<file path="src/rtl/multiword_addsub_seq.sv">
// Multi-word add/subtract sequencer: runs one WIDTH-bit add/sub slice per cycle,
// least-significant slice first, and chains the carry between slices in a register.
// Ports:
//   clk, rst            clock and asynchronous active-high reset
//   start               request an operation; sampled only while busy=0
//   control_signal      0 = add, 1 = subtract (data_in1 - data_in2)
//   data_in1, data_in2  operands; captured on the accepting edge
//   busy                high while slices are being processed
//   done                one-cycle pulse when the result is complete
//   data_out            result, written slice by slice during RUN
//   carry_out           final carry of an add (0 for subtract)
//   borrow_out          final borrow of a subtract (0 for add)
//   overflow            signed overflow of the full-width operation
module multiword_addsub_seq #(
   parameter int unsigned WIDTH = 8,
   parameter int unsigned WORDS = 4
) (
   input  logic                     clk,
   input  logic                     rst,
   input  logic                     start,
   input  logic                     control_signal,
   input  logic [WIDTH*WORDS-1:0]   data_in1,
   input  logic [WIDTH*WORDS-1:0]   data_in2,
   output logic                     busy,
   output logic                     done,
   output logic [WIDTH*WORDS-1:0]   data_out,
   output logic                     carry_out,
   output logic                     borrow_out,
   output logic                     overflow
);

   localparam int unsigned DW    = WIDTH * WORDS;
   localparam int unsigned IDX_W = (WORDS > 1) ? $clog2(WORDS) : 1;

   typedef enum logic [1:0] {IDLE, RUN, DONE} state_t;

   state_t             state_q, state_d;
   logic [IDX_W-1:0]   idx_q, idx_d;
   logic               carry_q, carry_d;
   logic [DW-1:0]      a_q, a_d;
   logic [DW-1:0]      b_q, b_d;
   logic               op_q, op_d;
   logic [DW-1:0]      data_out_q, data_out_d;
   logic               carry_out_q, carry_out_d;
   logic               borrow_out_q, borrow_out_d;
   logic               overflow_q, overflow_d;
   logic               busy_q, busy_d;
   logic               done_q, done_d;

   logic [WIDTH-1:0]   a_slice_c;
   logic [WIDTH-1:0]   b_slice_c;
   logic [WIDTH:0]     slice_sum_c;
   logic               slice_ovf_c;

   // Shared slice datapath; B is inverted for subtract, carry-in comes from the chain register
   always_comb begin
      a_slice_c   = a_q[idx_q*WIDTH +: WIDTH];
      b_slice_c   = b_q[idx_q*WIDTH +: WIDTH] ^ {WIDTH{op_q}};
      slice_sum_c = {1'b0, a_slice_c} + {1'b0, b_slice_c} + (WIDTH+1)'(carry_q);
      // carry into MSB xor carry out of MSB, expressed via operand/result sign bits
      slice_ovf_c = (a_slice_c[WIDTH-1] == b_slice_c[WIDTH-1]) &&
                    (slice_sum_c[WIDTH-1] != a_slice_c[WIDTH-1]);
   end

   // Next-state and datapath update
   always_comb begin
      state_d      = state_q;
      idx_d        = idx_q;
      carry_d      = carry_q;
      a_d          = a_q;
      b_d          = b_q;
      op_d         = op_q;
      data_out_d   = data_out_q;
      carry_out_d  = carry_out_q;
      borrow_out_d = borrow_out_q;
      overflow_d   = overflow_q;

      case (state_q)
         IDLE, DONE: begin
            if (start) begin
               a_d     = data_in1;
               b_d     = data_in2;
               op_d    = control_signal;
               carry_d = control_signal;
               idx_d   = '0;
               state_d = RUN;
            end else begin
               state_d = IDLE;
            end
         end
         RUN: begin
            data_out_d[idx_q*WIDTH +: WIDTH] = slice_sum_c[WIDTH-1:0];
            carry_d = slice_sum_c[WIDTH];
            if (idx_q == IDX_W'(WORDS - 1)) begin
               overflow_d   = slice_ovf_c;
               carry_out_d  = slice_sum_c[WIDTH] & ~op_q;
               borrow_out_d = ~slice_sum_c[WIDTH] & op_q;
               state_d      = DONE;
            end else begin
               idx_d = IDX_W'(idx_q + 1'b1);
            end
         end
         default: state_d = IDLE;
      endcase

      busy_d = (state_d == RUN);
      done_d = (state_d == DONE);
   end

   // State register
   always_ff @(posedge clk or posedge rst) begin
      if (rst) begin
         state_q      <= IDLE;
         idx_q        <= '0;
         carry_q      <= 1'b0;
         a_q          <= '0;
         b_q          <= '0;
         op_q         <= 1'b0;
         data_out_q   <= '0;
         carry_out_q  <= 1'b0;
         borrow_out_q <= 1'b0;
         overflow_q   <= 1'b0;
         busy_q       <= 1'b0;
         done_q       <= 1'b0;
      end else begin
         state_q      <= state_d;
         idx_q        <= idx_d;
         carry_q      <= carry_d;
         a_q          <= a_d;
         b_q          <= b_d;
         op_q         <= op_d;
         data_out_q   <= data_out_d;
         carry_out_q  <= carry_out_d;
         borrow_out_q <= borrow_out_d;
         overflow_q   <= overflow_d;
         busy_q       <= busy_d;
         done_q       <= done_d;
      end
   end

   assign busy       = busy_q;
   assign done       = done_q;
   assign data_out   = data_out_q;
   assign carry_out  = carry_out_q;
   assign borrow_out = borrow_out_q;
   assign overflow   = overflow_q;

endmodule

</file>
<file path="config.mk">
export PLATFORM = sky130hd
export DESIGN_NAME = multiword_addsub_seq
export DESIGN_NICKNAME = d
export VERILOG_FILES = /design/src/rtl/multiword_addsub_seq.sv
export SDC_FILE = /design/constraint.sdc
export NUM_CORES = 1
export LEC_CHECK = 0
export ABC_AREA = 1
export BUFFER_PORTS_ARGS = -buffer_cell sky130_fd_sc_hd__buf_2
export CORE_ASPECT_RATIO = 1.25
export CORE_MARGIN = 3
export CORE_UTILIZATION = 55
export DETAILED_ROUTE_END_ITERATION = 10
export GPL_ROUTABILITY_DRIVEN = 0
export HOLD_SLACK_MARGIN = 0.02
export PLACE_DENSITY = 0.76
export SLEW_MARGIN = 5
export SYNTH_ARGS = -nofsm -noshare
export SYNTH_HDL_FRONTEND = slang
export SYNTH_SLANG_ARGS = --single-unit
</file>
<file path="constraint.sdc">
create_clock -name clk -period 3.4 [get_ports clk]
set_input_delay 0.34 -clock clk [delete_from_list [all_inputs] [get_ports clk]]
set_output_delay 0.34 -clock clk [all_outputs]
set_load 0.02 [all_outputs]
</file>
# == Yosys cells after proc, flatten, opt, wreduce, memory -nomap -nowiden ==
# Index checks and enable logic that the tools add are counted.
# W data, S select, Z words.
# totals
latchBits,0
word_cells,51
memories,0
ramBits,0
regBits,107
inputBits,68
romBits,0
# op_classes
n_mul,0
reduce_logical,8
shift,4
n_eq_ne,9
div_mod_pow,0
mux,9
n_bitwise,5
addsub,4
order_cmp,0
# ops
cell,n
$shiftx A32 B6 Y8,2
$neg A5 Y34,1
$shift A8 B34 Y32 const A,1
$shiftx A8 B34 Y32,1
$bwmux W32,1
$add A8 B8 Y9,1
$add A9 B1 Y9,1
$pmux W2 S2,2
$xor A8 B8 Y8,1
$eq A2 B2 Y1 const B,3
$mux W2,3
$reduce_and A2 Y1,3
$eq A2 B1 Y1 const B,2
$ne A2 B2 Y1 const B,2
$reduce_and A3 Y1,1
$add A2 B1 Y2 const B,1
$and A1 B1 Y1,2
$logic_not A2 Y1,1
$mux W1,2
$not A1 Y1,2
$pmux W1 S2,1
$reduce_bool A2 Y1,1
$reduce_or A2 Y1,1
$eq A1 B1 Y1,1
2 further kinds,2

# == Logic depth before layout (Yosys ltp) ==
# Gate-level depths: netlist of run 1.
# depth
word_depth,6
depth_mapped,18

# == Least setup slack after synthesis of run 1 ==
# No wires, ideal clock.
# synth_path
path_kind,reg2reg
startpoint,register idx_q[0]
endpoint,register data_out_q[12] (netlist: data_out[12])
slack_ns,0.845
stages_incl_launch_ff,15
n_path_buf,2
synth_period_minus_slack_ns,2.555
t_arrival_ns,2.478
path_cell_list,dfrtp_1 inv_2 buf_6 buf_6 nor2_1 o22ai_1 xnor2_1 fa_1 inv_1 fa_1 nand3_1 nand3_1 xor2_1 nand3_1 o21ai_1
# synth_via
elab_chain_cells,6
elab_cells_between_ends,9
# synth_lines
item,line_no,source
"start, declared",38,"logic [IDX_W-1:0] idx_q, idx_d;"
"start signal, assigned",127,idx_q <= idx_d;
$shiftx A32 B6 Y8,58,b_slice_c = b_q[idx_q*WIDTH +: WIDTH] ^ {WIDTH{op_q}};
$xor A8 B8 Y8,58,
$add A8 B8 Y9,59,"slice_sum_c = {1'b0, a_slice_c} + {1'b0, b_slice_c} + (WIDTH+1)'(carry_q);"
$add A9 B1 Y9,59,
$shiftx A8 B34 Y32,92,data_out_d[idx_q*WIDTH +: WIDTH] = slice_sum_c[WIDTH-1:0];
$bwmux W32 *,92,
"end signal, assigned",132,data_out_q <= data_out_d;
"end, declared",43,"logic [DW-1:0] data_out_q, data_out_d;"
# Every way passes the cells marked *; elsewhere a longest branch is shown, timed or not.
# A chain may end at the register's enable or synchronous reset.

# == Final worst setup path of run 1 ==
# Ends and elaborated chain as after synthesis.

==> results of run 1 <==
## flip-flops by register name, indices dropped and copies added, names as in the netlist
signal and cells:
a_q 32, b_q 32, data_out 32, idx_q 2, state_q 2, borrow_out 1, busy 1, carry_out 1
carry_q 1, done 1, op_q 1, overflow 1
## synthesized netlist by cell type
cell,count
sky130_fd_sc_hd__o211ai_1,1
sky130_fd_sc_hd__a22o_1,5
sky130_fd_sc_hd__buf_6,2
sky130_fd_sc_hd__o21ai_1,21
sky130_fd_sc_hd__buf_4,3
sky130_fd_sc_hd__nand3_1,20
sky130_fd_sc_hd__o22ai_1,15
sky130_fd_sc_hd__o21ai_0,23
sky130_fd_sc_hd__inv_2,6
sky130_fd_sc_hd__nand2_2,4
sky130_fd_sc_hd__fa_1,2
sky130_fd_sc_hd__a32o_1,1
sky130_fd_sc_hd__dfrtp_1,107
sky130_fd_sc_hd__a21oi_1,5
sky130_fd_sc_hd__ha_1,13
sky130_fd_sc_hd__xnor2_1,1
sky130_fd_sc_hd__nor3_4,1
sky130_fd_sc_hd__buf_1,1
sky130_fd_sc_hd__nor2_1,38
sky130_fd_sc_hd__buf_2,6
sky130_fd_sc_hd__xor2_1,10
sky130_fd_sc_hd__inv_1,28
sky130_fd_sc_hd__nand2_1,289
sky130_fd_sc_hd__clkbuf_1,13
sky130_fd_sc_hd__nand4_1,7
sky130_fd_sc_hd__nor2_2,2
## final cells by class
cell class,instances,area (um^2)
fillers,773,2970
clock inverters,6,41.3
inverters,34,130
well taps,120,150
flip-flops and latches,107,2680
clock buffers,10,128
repair buffers,109,571
multi-input cells,458,2130
## cells by family (layout without fill, tap and decap cells)
kind of cell,count (synthesis),in the layout,share of synthesized area (%)
compound gates,71,71,7.92
buf+inv,59,159,5.05
flops,107,107,52.9
xor+xnor,11,11,1.90
simple gates,361,361,28.2
fa+ha+maj,15,15,4.01
## layer usage
| layer | track usage (%) | part of all wire, % | up-vias |
|---|---|---|---|
| li1 | - | - | 2165 |
| met5 | 0 | 0 | - |
| met3 | 3.06 | 5.1 | 21 |
| met2 | 38.6 | 49 | 139 |
| met1 | 30.0 | 43 | 1957 |
| met4 | 11.5 | 3.0 | 0 |
## path summary, 6_finish.rpt
kind / to / slack [ps]
setup / recovery: data_out[12]$_DFFE_PP0P_ / 430
hold / removal: a_q[26]$_DFFE_PP0P_ / 40
setup reg to reg: data_out[12]$_DFFE_PP0P_ / 430
hold reg to reg: carry_out$_DFFE_PP0P_ / 480
max in group asynchronous: carry_q$_DFFE_PP0P_ / 2640
min in group clk: a_q[5]$_DFFE_PP0P_ / 140
## power by group
part           total (mW)  internal [mW]  switching (mW)  leakage (nW)
Combinational        3.85           1.29            2.57          1.83
Sequential           2.13           1.79           0.334          1.37
Clock               0.701          0.268           0.433        0.0904
Total                6.68           3.35            3.33          3.29
## stage by stage
stage / setup WS [ps] / util (%) / hold WS, ps / power, mW
2_1_floorplan: 243 / - / 444 / 4.96
3_3_place_gp: 620 / 64.3 / 460 / 5.85
3_5_place_dp: 484 / 64.3 / 460 / 5.97
4_1_cts: 459 / 66.2 / 78.0 / 6.67
5_1_grt: 232 / 66.2 / 96.6 / 7.30
6_report: 431 / 66.2 / 39.0 / 6.68
## cell usage in the layout (no fill, tap or decap)
| cell type | instances |
|---|---|
| sky130_fd_sc_hd__nand3_1 | 20 |
| sky130_fd_sc_hd__clkbuf_8 | 9 |
| sky130_fd_sc_hd__xor2_1 | 10 |
| sky130_fd_sc_hd__fa_1 | 2 |
| sky130_fd_sc_hd__buf_4 | 4 |
| sky130_fd_sc_hd__nor2_1 | 38 |
| sky130_fd_sc_hd__clkinv_4 | 2 |
| sky130_fd_sc_hd__o21ai_0 | 23 |
| sky130_fd_sc_hd__nor2_2 | 2 |
| sky130_fd_sc_hd__a32o_1 | 1 |
| sky130_fd_sc_hd__a21oi_1 | 5 |
| sky130_fd_sc_hd__o211ai_1 | 1 |
| sky130_fd_sc_hd__a22o_1 | 5 |
| sky130_fd_sc_hd__xnor2_1 | 1 |
| sky130_fd_sc_hd__nand2_1 | 288 |
| sky130_fd_sc_hd__inv_4 | 1 |
| sky130_fd_sc_hd__clkbuf_1 | 1 |
| sky130_fd_sc_hd__nor3_4 | 1 |
| sky130_fd_sc_hd__inv_1 | 27 |
| sky130_fd_sc_hd__o21ai_1 | 21 |
| sky130_fd_sc_hd__o22ai_1 | 15 |
| sky130_fd_sc_hd__nand2_2 | 5 |
| sky130_fd_sc_hd__clkinv_2 | 3 |
| sky130_fd_sc_hd__inv_6 | 1 |
| sky130_fd_sc_hd__dfrtp_1 | 107 |
| sky130_fd_sc_hd__buf_2 | 104 |
| sky130_fd_sc_hd__nand4_1 | 7 |
| sky130_fd_sc_hd__inv_2 | 6 |
| sky130_fd_sc_hd__buf_12 | 1 |
| sky130_fd_sc_hd__ha_1 | 13 |
==> results, run 1 <==
- The layout-stage area growth over the synthesis result is 15.2%.
- The detailed router's first-iteration violation count is 319.
- The number of global-route vias before repair is 4066.
- The part of the cycle the worst path needs is 87.3%.
- The largest net degree at the start of global routing is 65.
- The finished cells cover 0.00582 mm^2.
- The mean instance size in the synthesized netlist is 8.10 um^2.
- The cell area power density is 1150 mW/mm^2.
- The cell count along the critical path is 12.
- The synthesis-stage register bit count is 107.
- The worst-case reg-to-reg path depth is 12.
- The number of nets in the layout is 802.
- For the worst-skew pair, the clock arrives at the later sink with an insertion delay of 380 ps.
- The initial utilization of the core area, before any placement, comes to 57.5%.
- In the post-synthesis netlist, the biggest area contributors are sky130_fd_sc_hd__dfrtp_1, sky130_fd_sc_hd__nand2_1, sky130_fd_sc_hd__ha_1, sky130_fd_sc_hd__nor2_1, sky130_fd_sc_hd__o21ai_0.
- The Yosys step of the flow raised 0 warnings.
- The relative slew slack is 40.4%.
- Among cell families on the critical path, the largest total delay comes from adder cells.
- The detailed router placed 4282 vias in this run.
- The beginning of the critical path is idx_q[0]$_DFFE_PP0P_.
- The final count of negative-setup-slack endpoints is 0.
- The nature of the critical path startpoint is a register.
- The hold violation total from the final report is 0.
- The total overflow left after global routing is 0.
- The synthesized design spends more area on one cell type than any other, namely sky130_fd_sc_hd__dfrtp_1.
- The largest voltage drop on the vdd net is 498 uV.
- The post-route netlist has 19.2% of its cells at a drive strength greater than 1.
- The clock drives 107 sinks.
- In this run the critical register-to-register path is launched from idx_q[0]$_DFFE_PP0P_.
- The setup fix buffers added after clock tree synthesis is 0.
- The post-synthesis instance total is 624.
- Before antenna repair, the detailed router went through 4 iterations.
- The longest individual stage delay on the worst path is 480 ps.
- Together, buffers and inverters on the worst path number 2.
- For this run, design rule violations remaining after detail routing come to 0.
- By startpoint and endpoint, the worst setup path is classified as register to register.
- In this run, post-CTS hold repair placed 0 buffers.
- Walking the worst path, the cells encountered are buf_4 > o21ai_0 > o22ai_1 > xnor2_1 > fa_1 > inv_1 > fa_1 > nand3_1 > nand3_1 > xor2_1 > nand3_1 > o21ai_1.
- In the global route stage, overall resource usage came out at 23.2%.
- The cell occurring most often along the worst timing path is sky130_fd_sc_hd__nand3_1.
- The share of the Yosys chip area taken by registers is 52.9%.
- Post-CTS repair changed the size of 0 cells.
- The final number of max-transition violations is 0.
- Data on the critical path is required at its endpoint by 3710 ps.
- The net count after synthesis is 707.
- The shortest clock period the worst path allows after layout is 2970 ps.
- STA classifies the critical path endpoint as a register.
- The worst min-delay path category is input port to asynchronous set/reset pin.
- After the flow finishes, the layout carries non-filler instances totaling 844.
- The arrival time at the worst endpoint is 3280 ps.
- For this design the static power due to leakage is 3.29 nW.
- The area share of the leading cell type in the synthesized netlist is 52.9%.
- TritonCTS built the clock tree.
- The top achievable clock speed is 337 MHz.
- The final HPWL from detailed placement is 8520 um.
- Summing all placed instances gives a cell area of 0.00566 mm^2.
- The longest clock path from root to sink contains 2 buffers.
- The total routed wirelength is 11600 um.
- The number of max-cap violations is 0.
- The cell type of the slowest stage on the worst timing path is sky130_fd_sc_hd__fa_1.
- Synthesis instantiated 26 different standard cells from the library.
- The area inside the core boundary is 0.00880 mm^2.
- Across the routed clock network, the largest skew measured is 10.3 ps.
- The floorplan step set the die height to 113 um.
- The summed instance area of the synthesized netlist is 0.00506 mm^2.
- CTS built an H-tree with a depth of 3.
- The count of nets left with antenna violations once routing finished came out at 0.
- The count of inserted antenna diode cells is 0.
- The number of top-level design ports is 105.
- The largest fanout of any net on the critical path is 44.
- In the final routed layout, each cell accounts on average for 13.7 um.
- Setup repair after global routing left no endpoint under its margin.
- Row generation in the floorplan step produced 38 rows.
- The initial antenna violation count is 0.
- Buffers inserted during clock tree synthesis total 9.
- Clock-pin slew was measured on the worst setup and hold paths at 100 ps.
- The number of buffers added on ports is 104.
- The cell at the root of the clock tree is sky130_fd_sc_hd__clkbuf_8.
- The total die area is 0.0104 mm^2.
- The run finished with clean final reports.
- The via density per instance is 5.07.
- The wire length of the first global-routing pass is 19100 um.
- At the pin with the least slew margin, the transition time is 893 ps.
- The final setup TNS is 0 ps.
- The horizontal extent of the die is 91.8 um.
- The number of placed instances, taps included, is 828.
(Power assumes the default switching activity.)
==> inputs of run 2 (changes only) <==
--- a/config.mk
+++ b/config.mk
@@ -9,11 +9,12 @@
 export BUFFER_PORTS_ARGS = -buffer_cell sky130_fd_sc_hd__buf_2
 export CORE_ASPECT_RATIO = 1.25
 export CORE_MARGIN = 3
-export CORE_UTILIZATION = 55
+export CORE_UTILIZATION = 57
+export CTS_BUF_LIST = sky130_fd_sc_hd__clkbuf_8
 export DETAILED_ROUTE_END_ITERATION = 10
 export GPL_ROUTABILITY_DRIVEN = 0
 export HOLD_SLACK_MARGIN = 0.02
-export PLACE_DENSITY = 0.76
+export PLACE_DENSITY = 0.79
 export SLEW_MARGIN = 5
 export SYNTH_ARGS = -nofsm -noshare
 export SYNTH_HDL_FRONTEND = slang
==> results, run 2 (synthesis gave the netlist of run 1 again) <==
- The required time of the critical path is 3700 ps (about the same).
- The reg2reg setup slack came to 490 ps (+60 ps).
- The number of top-level design ports is 105 (unchanged).
- The largest voltage drop on the vdd net is 540 uV (+8.3%).
- The initial antenna violation count was 0 (unchanged).
- The cell row count was 37 (-2.6%).
- The run finished with clean final reports.
- The clock latency on the worst-skew pair came to 380 ps (about the same).
- The largest net degree at the start of global routing is 71 (+9.2%).
- The number of sinks handled by clock tree synthesis is 107 (unchanged).
- The largest fanout of any net on the critical path is 44 (unchanged).
- The part of the cycle the worst path needs is 85.6% (-1.8 points).
- The layout-stage area growth over the synthesis result is 15.9%.
- The final-layout worst hold slack is 30.7 ps (-8.34 ps).
- The buffer levels on the longest clock path came to 2 (unchanged).
- The number of vias in the routed layout is 4397 (+2.7%).
- The final HPWL from detailed placement was 8530 um (+0.14%).
- The via density per instance is 5.23 (+3.1%).
- The hold violation total from the final report is 0 (unchanged).
- The number of nets in the layout is 802 (unchanged).
- TritonCTS built the clock tree.
- The number of global-route vias before repair is 4119 (+1.3%).
- The met2 wirelength from detailed routing is 5520 um (-1.8%).
- The number of inserted filler cells in the final layout came to 738 (-4.5%).
- The register area is 0.00268 mm^2 (unchanged).
- The met1 wire length is 5120 um (+1.7%).
- In this run the worst hold path is classified as input port to asynchronous set/reset pin.
- The total routed wirelength is 11700 um (+1.2%).
- The wire length of the first global-routing pass came to 19400 um (+1.5%).
- The count of inserted antenna diode cells came to 0 (unchanged).
- The number of buffers added on ports is 104 (unchanged).
- The number of cells upsized or downsized after cts was 0 (unchanged).
- The actual transition at the worst max-transition pin is 927 ps (+33.3 ps).
- The fraction of layout instances using a drive strength above 1 is 19.2% (unchanged).
- The met3 layer wire length in the routed design came to 650 um (+11%).
- The final count of negative-setup-slack endpoints is 0 (unchanged).
- The number of DRC violations after detailed routing came to 0 (unchanged).
- The worst register-to-register path ends at data_out[12]$_DFFE_PP0P_.
- The horizontal extent of the die is 90.3 um (-1.7%).
- The final setup TNS is 0 ps (unchanged).
- The clock slew seen by the registers of the worst setup and hold paths is 100 ps (about the same).
- Signal routing reaches up to met4.
- The number of routed nets with antenna violations is 0 (unchanged).
- The top achievable clock speed is 344 MHz (+2.1%).
- The iteration count of the initial detailed-routing pass is 5 (+1).
- The cell at the root of the clock tree is sky130_fd_sc_hd__clkbuf_8.
- The arrival time at the worst endpoint is 3210 ps (-70 ps).
- The average wire length per cell after detail routing is 14.0 um (+1.6%).
- The worst setup path is launched from a register.
- The total area of multi-input combinational cells is 0.00213 mm^2 (unchanged).
- The clock buffer count from CTS was 9 (unchanged).
- The total global-route track usage came to 24.1% (+0.88 points).
- The leftover overflow at the end of global routing was 0 (unchanged).
- The die extent in y is 111 um (-1.7%).
- The worst clock skew came to 13.9 ps (+3.58 ps).
- The setup fix buffers added after clock tree synthesis is 0 (unchanged).
- The number of max-cap violations is 0 (unchanged).
- Setup repair after global routing left no endpoint under its margin.
- The shortest clock period the worst path allows after layout was 2910 ps (-59.9 ps).
- The quantity of hold-fixing buffers added after cts is 0 (unchanged).
- The effective utilization at floorplan was 60.0% (+2.5 points).
- The relative slew slack is 38.1% (-2.2 points).
- The area inside the core boundary is 0.00843 mm^2 (-4.2%).
- The kind of critical path is register to register.
- The number of H-tree levels is 3 (unchanged).
- The startpoint identified for the worst register-to-register timing path is idx_q[0]$_DFFE_PP0P_.
- The cell area power density is 1160 mW/mm^2 (+0.79%).
- The total die area is 0.0100 mm^2 (-3.3%).
- The detailed router's first-iteration violation count came to 358 (+12%).
- The critical path endpoint category is a register.
- The library cell used most frequently in the layout, excluding fill and tap cells, is sky130_fd_sc_hd__nand2_1.
- The top cell types in the final layout, fill and taps aside, are sky130_fd_sc_hd__nand2_1, sky130_fd_sc_hd__dfrtp_1, sky130_fd_sc_hd__buf_2, sky130_fd_sc_hd__nor2_1, sky130_fd_sc_hd__inv_1.
- The leakage power total was 3.31 nW (+0.69%).
- The final number of max-transition violations came to 0 (unchanged).
- The worst-case reg-to-reg path depth is 12 (unchanged).
run 2: cell types whose count changed in the layout (fill, tap and decap cells not counted), sizes merged:
cell | before | now
clkinv | 5 | 0
clkbuf | 10 | 15
run 2: layout make-up:
type                            instances  area share, %
Clock buffer                           15           3.52
Clock inverter                          1         0.0640
Sequential cell                       107           45.7
Tap cell                              117           2.50
Timing Repair Buffer                  109           9.73
Inverter                               34           2.22
Multi-Input combinational cell        458           36.3
run 2: how the worst max path moves through the flow:
stage               slack [ps]                 start  cells past startpoint                        to
floorplan                  240                   rst                      1        a_q[0]$_DFFE_PP0P_
global placement           650  idx_q[0]$_DFFE_PP0P_                     12  data_out[12]$_DFFE_PP0P_
detailed placement         540  idx_q[0]$_DFFE_PP0P_                     12  data_out[28]$_DFFE_PP0P_
CTS                        520  idx_q[0]$_DFFE_PP0P_                     12  data_out[12]$_DFFE_PP0P_
global route               220  idx_q[0]$_DFFE_PP0P_                     12  data_out[12]$_DFFE_PP0P_
finish                     490  idx_q[0]$_DFFE_PP0P_                     12  data_out[12]$_DFFE_PP0P_
run 2: per-stage QoR:
stage | instances | utilization, % | cell area, um^2 | setup slack, ps | total power [mW]
2_1_floorplan | 624 | - | 5060 | 243 | 4.96
3_3_place_gp | 825 | 67.1 | 5650 | 645 | 5.84
3_5_place_dp | 825 | 67.1 | 5650 | 540 | 5.96
4_1_cts | 841 | 69.6 | 5860 | 520 | 6.75
5_1_grt | 841 | 69.6 | 5860 | 224 | 7.41
6_report | 841 | 69.6 | 5860 | 491 | 6.78
run 2: power by group:
part	leakage [nW]	switching (mW)	internal, mW
registers	1.37	0.329	1.80
clock network	0.113	0.416	0.385
logic	1.83	2.57	1.29
total	3.31	3.31	3.47
run 2: per-layer routing:
| metal | vias to the layer above | GRT usage [%] |
|---|---|---|
| met5 | - | 0 |
| met4 | 0 | 13.0 |
| met3 | 28 | 3.60 |
| met2 | 171 | 38.7 |
| met1 | 2037 | 31.7 |
| li1 | 2161 | - |
run 2: critical path, cell delays in order, from the launching register on:
cell,delay [ps]
sky130_fd_sc_hd__dfrtp_1,380
sky130_fd_sc_hd__buf_4,410
sky130_fd_sc_hd__o21ai_0,160
sky130_fd_sc_hd__o22ai_1,200
sky130_fd_sc_hd__xnor2_1,170
sky130_fd_sc_hd__fa_1,200
sky130_fd_sc_hd__inv_1,60
sky130_fd_sc_hd__fa_1,480
sky130_fd_sc_hd__nand3_1,110
sky130_fd_sc_hd__nand3_1,100
sky130_fd_sc_hd__xor2_1,240
sky130_fd_sc_hd__nand3_1,150
sky130_fd_sc_hd__o21ai_1,150
